--- config.mk ---
export PLATFORM = sky130hd
export DESIGN_NAME = am29xx_slice
export DESIGN_NICKNAME = d
export VERILOG_FILES = /design/src/rtl/am29xx_pkg.sv /design/src/rtl/am29xx_seq.sv /design/src/rtl/am29xx_slice.sv
export SDC_FILE = /design/constraint.sdc
export NUM_CORES = 1
export LEC_CHECK = 0
export CORE_MARGIN = 1
export CORE_UTILIZATION = 45
export CTS_CLUSTER_DIAMETER = 30
export DETAILED_ROUTE_END_ITERATION = 16
export PLACE_DENSITY = 0.76
export SLEW_MARGIN = 15
export SYNTH_ARGS = -nofsm -noshare
export SYNTH_HDL_FRONTEND = slang
export SYNTH_SLANG_ARGS = --single-unit
--- constraint.sdc ---
create_clock -name clock -period 9.4 [get_ports clock]
set_clock_uncertainty 0.2 [all_clocks]
set_input_delay 1.88 -clock clock [delete_from_list [all_inputs] [get_ports clock]]
set_output_delay 1.88 -clock clock [all_outputs]
set_load 0.02 [all_outputs]
--- src/rtl/am29xx_pkg.sv ---
// Shared code constants and the ALU function for the am29xx bit-slice pair.
package am29xx_pkg;

    localparam int unsigned DATA_W   = 4;
    localparam int unsigned RF_DEPTH = 16;
    localparam int unsigned STK_D    = 4;
    localparam int unsigned SP_W     = 2;

    localparam logic [2:0] SRC_AQ = 3'd0;
    localparam logic [2:0] SRC_AB = 3'd1;
    localparam logic [2:0] SRC_ZQ = 3'd2;
    localparam logic [2:0] SRC_ZB = 3'd3;
    localparam logic [2:0] SRC_ZA = 3'd4;
    localparam logic [2:0] SRC_DA = 3'd5;
    localparam logic [2:0] SRC_DQ = 3'd6;
    localparam logic [2:0] SRC_DZ = 3'd7;

    localparam logic [2:0] OP_ADD   = 3'd0;
    localparam logic [2:0] OP_SUBR  = 3'd1;
    localparam logic [2:0] OP_SUBS  = 3'd2;
    localparam logic [2:0] OP_OR    = 3'd3;
    localparam logic [2:0] OP_AND   = 3'd4;
    localparam logic [2:0] OP_NOTRS = 3'd5;
    localparam logic [2:0] OP_EXOR  = 3'd6;
    localparam logic [2:0] OP_EXNOR = 3'd7;

    localparam logic [2:0] DST_QREG  = 3'd0;
    localparam logic [2:0] DST_NOP   = 3'd1;
    localparam logic [2:0] DST_RAMA  = 3'd2;
    localparam logic [2:0] DST_RAMF  = 3'd3;
    localparam logic [2:0] DST_RAMQD = 3'd4;
    localparam logic [2:0] DST_RAMD  = 3'd5;
    localparam logic [2:0] DST_RAMQU = 3'd6;
    localparam logic [2:0] DST_RAMU  = 3'd7;

    localparam logic [1:0] SEL_PC  = 2'd0;
    localparam logic [1:0] SEL_AR  = 2'd1;
    localparam logic [1:0] SEL_STK = 2'd2;
    localparam logic [1:0] SEL_D   = 2'd3;

    typedef struct packed {
        logic [DATA_W-1:0] f;
        logic              cout;
        logic              ovr;
    } alu_res_t;

    // Arithmetic ops share one adder; subtraction inverts an operand and relies on cin.
    function automatic alu_res_t alu_func(input logic [2:0] op, input logic [DATA_W-1:0] r,
                                          input logic [DATA_W-1:0] s, input logic cin);
        alu_res_t          res;
        logic [DATA_W-1:0] x;
        logic [DATA_W-1:0] y;
        logic [DATA_W:0]   sum;
        logic [DATA_W-1:0] low;
        logic              arith;
        x     = r;
        y     = s;
        arith = 1'b1;
        case (op)
            OP_SUBR: x = ~r;
            OP_SUBS: y = ~s;
            OP_ADD:  x = r;
            default: arith = 1'b0;
        endcase
        sum = {1'b0, x} + {1'b0, y} + (DATA_W+1)'(cin);
        low = {1'b0, x[DATA_W-2:0]} + {1'b0, y[DATA_W-2:0]} + DATA_W'(cin);
        res.f = sum[DATA_W-1:0];
        case (op)
            OP_OR:    res.f = r | s;
            OP_AND:   res.f = r & s;
            OP_NOTRS: res.f = ~r & s;
            OP_EXOR:  res.f = r ^ s;
            OP_EXNOR: res.f = ~(r ^ s);
            default:  res.f = sum[DATA_W-1:0];
        endcase
        res.cout = arith & sum[DATA_W];
        res.ovr  = arith & (low[DATA_W-1] ^ sum[DATA_W]);
        return res;
    endfunction

endpackage

--- src/rtl/am29xx_seq.sv ---
// Microprogram sequencer slice: uPC, address register, 4-deep stack, Y mux.
// SEQ_2909_EN selects Am2909 behaviour (rin feeds AR, orin ORed into Y); default is Am2911.
module am29xx_seq
    import am29xx_pkg::*;
(
    input  logic              clock,
    input  logic              reset,
    input  logic [DATA_W-1:0] din,
    input  logic [DATA_W-1:0] rin,
    input  logic [DATA_W-1:0] orin,
    input  logic              s0,
    input  logic              s1,
    input  logic              zero,
    input  logic              cin,
    input  logic              re,
    input  logic              fe,
    input  logic              pup,
    output logic [DATA_W-1:0] yout,
    output logic              cout
);

    logic [DATA_W-1:0] upc;
    logic [DATA_W-1:0] ar;
    logic [SP_W-1:0]   sp;
    logic [DATA_W-1:0] stk [STK_D];
    logic [SP_W-1:0]   sp_inc;
    logic [DATA_W-1:0] src_c;
    logic [DATA_W-1:0] or_mask;
    logic [DATA_W-1:0] ar_d;
    logic [DATA_W-1:0] y_c;

`ifdef SEQ_2909_EN
    assign or_mask = orin;
    assign ar_d    = rin;
`else
    logic unused_2909_inputs;
    assign unused_2909_inputs = ^{rin, orin};
    assign or_mask = '0;
    assign ar_d    = din;
`endif

    assign sp_inc = sp + SP_W'(1);

    // Source select; the stack source always shows the pre-edge top entry.
    always_comb begin
        src_c = upc;
        case ({s1, s0})
            SEL_AR:  src_c = ar;
            SEL_STK: src_c = stk[sp];
            SEL_D:   src_c = din;
            default: src_c = upc;
        endcase
    end

    assign y_c  = zero ? (src_c | or_mask) : '0;
    assign yout = y_c;
    assign cout = cin & (y_c == {DATA_W{1'b1}});

    always_ff @(posedge clock or negedge reset) begin
        if (!reset) begin
            upc <= '0;
            ar  <= '0;
            sp  <= '0;
            for (int i = 0; i < STK_D; i++) begin
                stk[i] <= '0;
            end
        end else begin
            upc <= y_c + DATA_W'(cin);
            if (!re) begin
                ar <= ar_d;
            end
            if (!fe) begin
                if (pup) begin
                    sp          <= sp_inc;
                    stk[sp_inc] <= upc;
                end else begin
                    sp <= sp - SP_W'(1);
                end
            end
        end
    end

endmodule

--- src/rtl/am29xx_slice.sv ---
// Am2901-style ALU slice plus an Am2909/Am2911-style sequencer slice (am29xx_seq).
// Build option SEQ_2909_EN is consumed by the sequencer.
module am29xx_slice
    import am29xx_pkg::*;
(
    input  logic              clock,
    input  logic              reset,
    input  logic [DATA_W-1:0] alu_din,
    input  logic [DATA_W-1:0] alu_a,
    input  logic [DATA_W-1:0] alu_b,
    input  logic [2:0]        alu_src,
    input  logic [2:0]        alu_op,
    input  logic [2:0]        alu_dest,
    input  logic              alu_cin,
    output logic [DATA_W-1:0] alu_yout,
    output logic              alu_cout,
    output logic              alu_f0,
    output logic              alu_f3,
    output logic              alu_ovr,
    input  logic [DATA_W-1:0] seq_din,
    input  logic [DATA_W-1:0] seq_rin,
    input  logic [DATA_W-1:0] seq_orin,
    input  logic              seq_s0,
    input  logic              seq_s1,
    input  logic              seq_zero,
    input  logic              seq_cin,
    input  logic              seq_re,
    input  logic              seq_fe,
    input  logic              seq_pup,
    output logic [DATA_W-1:0] seq_yout,
    output logic              seq_cout
);

    logic [DATA_W-1:0] rf [RF_DEPTH];
    logic [DATA_W-1:0] q;
    logic [DATA_W-1:0] a_data;
    logic [DATA_W-1:0] b_data;
    logic [DATA_W-1:0] r_c;
    logic [DATA_W-1:0] s_c;
    alu_res_t          res_c;
    logic              rf_we;
    logic [DATA_W-1:0] rf_wd;
    logic              q_we;
    logic [DATA_W-1:0] q_wd;
    logic [DATA_W-1:0] y_c;

    assign a_data = rf[alu_a];
    assign b_data = rf[alu_b];

    // Operand selection.
    always_comb begin
        r_c = '0;
        s_c = '0;
        case (alu_src)
            SRC_AQ: begin r_c = a_data;  s_c = q;      end
            SRC_AB: begin r_c = a_data;  s_c = b_data; end
            SRC_ZQ: s_c = q;
            SRC_ZB: s_c = b_data;
            SRC_ZA: s_c = a_data;
            SRC_DA: begin r_c = alu_din; s_c = a_data; end
            SRC_DQ: begin r_c = alu_din; s_c = q;      end
            default: r_c = alu_din;
        endcase
    end

    assign res_c = alu_func(alu_op, r_c, s_c, alu_cin);

    // Destination decode; shifts fill with zero.
    always_comb begin
        rf_we = 1'b0;
        rf_wd = res_c.f;
        q_we  = 1'b0;
        q_wd  = res_c.f;
        y_c   = res_c.f;
        case (alu_dest)
            DST_QREG: q_we = 1'b1;
            DST_RAMA: begin rf_we = 1'b1; y_c = a_data; end
            DST_RAMF: rf_we = 1'b1;
            DST_RAMQD: begin
                rf_we = 1'b1;
                rf_wd = res_c.f >> 1;
                q_we  = 1'b1;
                q_wd  = q >> 1;
            end
            DST_RAMD: begin rf_we = 1'b1; rf_wd = res_c.f >> 1; end
            DST_RAMQU: begin
                rf_we = 1'b1;
                rf_wd = res_c.f << 1;
                q_we  = 1'b1;
                q_wd  = q << 1;
            end
            DST_RAMU: begin rf_we = 1'b1; rf_wd = res_c.f << 1; end
            default: ;
        endcase
    end

    always_ff @(posedge clock or negedge reset) begin
        if (!reset) begin
            q <= '0;
            for (int i = 0; i < RF_DEPTH; i++) begin
                rf[i] <= '0;
            end
        end else begin
            if (rf_we) begin
                rf[alu_b] <= rf_wd;
            end
            if (q_we) begin
                q <= q_wd;
            end
        end
    end

    assign alu_yout = y_c;
    assign alu_cout = res_c.cout;
    assign alu_ovr  = res_c.ovr;
    assign alu_f0   = (res_c.f == '0);
    assign alu_f3   = res_c.f[DATA_W-1];

    am29xx_seq u_seq (
        .clock (clock),
        .reset (reset),
        .din   (seq_din),
        .rin   (seq_rin),
        .orin  (seq_orin),
        .s0    (seq_s0),
        .s1    (seq_s1),
        .zero  (seq_zero),
        .cin   (seq_cin),
        .re    (seq_re),
        .fe    (seq_fe),
        .pup   (seq_pup),
        .yout  (seq_yout),
        .cout  (seq_cout)
    );

endmodule

==> out/metrics.yaml <==
globalplace.congestion: 0.952
layout-drive-gt1-share_pct: 22.7
hp-start: "u_seq.stk[14]$_DFFE_PN0P_"
ys.flop_type: "dfrtp_1"
synth_edf_count: 0
first_pass_iters: 7
r2r_slack_ns: 4.40
fp.dieH_um: 122
grtUsageTotal_pct: 24.1
r2r-start: "rf[13]$_DFFE_PN0P_"
setup_viol: 0
path_common_cell: "clkdlybuf4s50_1"
clockPowerShare_pct: 22.3
final_cells: 832
io_buffers: 47
vias: 5218
cts.sinks: 94
synthCells: 608
maxCapViolCount: 0
start_util_pct: 46.4
worst-setup-path-type: "in -> out"
drt-total-wl_um: 17200
routedWlPerCell_um: 20.7
vias_per_cell: 6.27
slew_viol_final: 0
reg2regPathDepth: 13
grt_pass1_vias: 5219
clockRootBuffer: "clkbuf_16"
worst-path-buf-inv: 2
yosysWarningCount: 0
insertion_delay_ns: 0.35
hold_path.class: "reg -> reg"
worst_setup_path_end_kind: "output port"
async_flop_share_pct: 100
yosys.area.top_type: "dfrtp_1"
ys_top_cells_by_area: "dfrtp_1, mux2_2, mux4_2"
avgSynthCellArea_sq_um: 10.7
antennaDiodeCount: 0
post-cts-setup-buffer-count: 0
tightest_slew_ns: 1.02
num_rows: 43
whs_endpoint: "u_seq.stk[14]$_DFFE_PN0P_"
dpl.cell_count: 816
die_w_um: 122
grt_pass1_wl_um: 27300
worstReg2RegEnd: "rf[6]$_DFFE_PN0P_"
crit_arrival_ns: 7.03
synth_top_area_share_pct: 36.3
crit_fanout: 6
required_ns: 7.32
switching_share_pct: 35.1
postRouteAntennaNets: 0
area_growth_pct: 14.3
leakage_nw: 3.12
cts_tree: "yes"
core_sq_um: 14000
syn_nets: 666
cp.depth: 16
antenna_found_initial: 0
cp-start-kind: "primary input"
hold_path_depth: 1
synth.distinct_cells: 77
finalSetupTns_ns: 0
seqPwrFrac_pct: 39.7
switchingPower_mw: 0.573
finalHoldViolCount: 0
ys_seq_elements: 94
synth.most_common_cell: "dfrtp_1"
max_freq_mhz: 110
design.die.area_sq_um: 14900
path_delay_family: "compound AO/OA/AOI/OAI gates"
synthesis.area_sq_um: 6490
crit_slowest_cell: "clkdlybuf4s50_1"
grt_remaining_overflow: 0
synth_seq_area_share_pct: 36.3
cp_cell_sequence: "clkdlybuf4s50_1, mux4_2, mux2_2, o221ai_1, nor2_1, a221oi_2, xnor2_1, ha_1, nor2b_1, o21ai_0, a211o_1, nand3_1, o31ai_1, nor3_1, and4b_1, clkdlybuf4s50_1"
clk_transition_reported_paths_ns: 0.06
p_per_area_nw_per_um2: 220
clockBufferDepth: 2
ctsHoldBuffers: 0
nNetsFinal: 705
ys_top_cells_by_count: "dfrtp_1, nand2_1, nor2_1"
dp_hpwl_um: 12900
drtIter0Drc: 570
finalCritPeriodShare_pct: 96.9
ios: 56
vdd_drop_max_uv: 128
status: "completed"
relSlewSlack_pct: 32.0
critical_path.max_stage_delay_ns: 0.73
rsz0062_at_grt: "no"
route.detailed.drc: 0
grt_max_degree: 87
pwr-share-comb_pct: 38.0
cts_made_buffers: 9
cts_htree_levels: 3
internal_power_mw: 1.06
period_minus_slack_ns: 9.11
sequential cells by signal, summed over array words and instances (netlist names):
| register | flops |
|---|---|
| u_seq.stk | 16 |
| q | 4 |
| u_seq.upc | 4 |
| u_seq.sp | 2 |
| u_seq.ar | 4 |
| rf | 64 |
layout make-up:
cell class / count / area [sq um]
inverters: 17 / 63.8
repair buffers: 61 / 577
flip-flops and latches: 94 / 2350
well taps: 180 / 225
clock buffers: 10 / 229
clock inverters: 6 / 68.8
fillers: 1196 / 6570
multi-input cells: 464 / 3900
worst max path at each step:
| stage | from | endpoint | slack (ns) |
|---|---|---|---|
| floorplan | alu_a[2] | alu_f0 | 1.72 |
| global placement | alu_a[2] | alu_f0 | 0.33 |
| detailed placement | alu_a[2] | alu_f0 | 0.18 |
| CTS | alu_a[2] | alu_f0 | 0.18 |
| global route | alu_a[2] | alu_f0 | 0.09 |
| finish | alu_a[2] | alu_f0 | 0.29 |
placed cells by master (no fill, tap or decap), drive strengths merged, types with 4 or more instances in the layout:
cell           instances
or3                    4
o21ai                 12
and2                  10
mux2                  58
xnor2                 10
clkdlybuf4s50         46
inv                   17
nand4                  6
clkinv                 4
nand3                 12
nand2b                 7
nor3                  13
o31ai                 19
xor2                   5
dfrtp                 94
mux2i                 32
or2                    4
a31oi                 21
mux4                  27
nor2b                 12
nand2                 61
buf                   15
a22oi                 13
a21oi                 12
nor2                  55
clkbuf                10
a22o                   5
ha                    13
cells by family (layout without fill, tap and decap cells):
group | Yosys count | count (layout) | share of synthesized area (%)
flops | 94 | 94 | 36.3
simple gates | 200 | 200 | 14.9
xor+xnor | 15 | 15 | 2.02
compound gates | 117 | 117 | 15.1
fa+ha+maj | 15 | 15 | 3.12
buf+inv | 50 | 94 | 3.80
mux | 117 | 117 | 24.8
layer usage:
metal  GRT usage, %  vias up  wire, um
li1               -     2358         -
met1           30.7     2557      6930
met2           40.2      251      8480
met3           4.63       52      1220
met4           9.83        0       571
met5              0        -         0
power by group through the flow:
stage	clock, mW	combinational (mW)	sequential (mW)
CTS	0.372	0.617	0.647
floorplan	0	0.474	0.605
global placement	0	0.585	0.637
global route	0.390	0.668	0.667
finish	0.365	0.620	0.649
detailed placement	0	0.611	0.654
stage by stage:
stage / hold slack, ns / setup slack (ns) / cell area (sq um) / power, mW / utilization [%]
after floorplan: 0.259 / 1.72 / 6490 / 1.08 / -
after global placement: 0.275 / 0.332 / 7100 / 1.22 / 50.8
after detailed placement: 0.288 / 0.183 / 7100 / 1.27 / 50.8
after CTS: 0.304 / 0.175 / 7400 / 1.64 / 52.9
after global routing: 0.317 / 0.0946 / 7420 / 1.72 / 53.0
final: 0.309 / 0.294 / 7420 / 1.63 / 53.0
repair_timing:
item | 4_1_cts | 5_1_grt
hold endpoints to repair | 0 | 0
gates resized for setup | 0 | 1
endpoints found under the setup margin | 0 | 1
No activity file was read; power rests on OpenSTA's default activity.
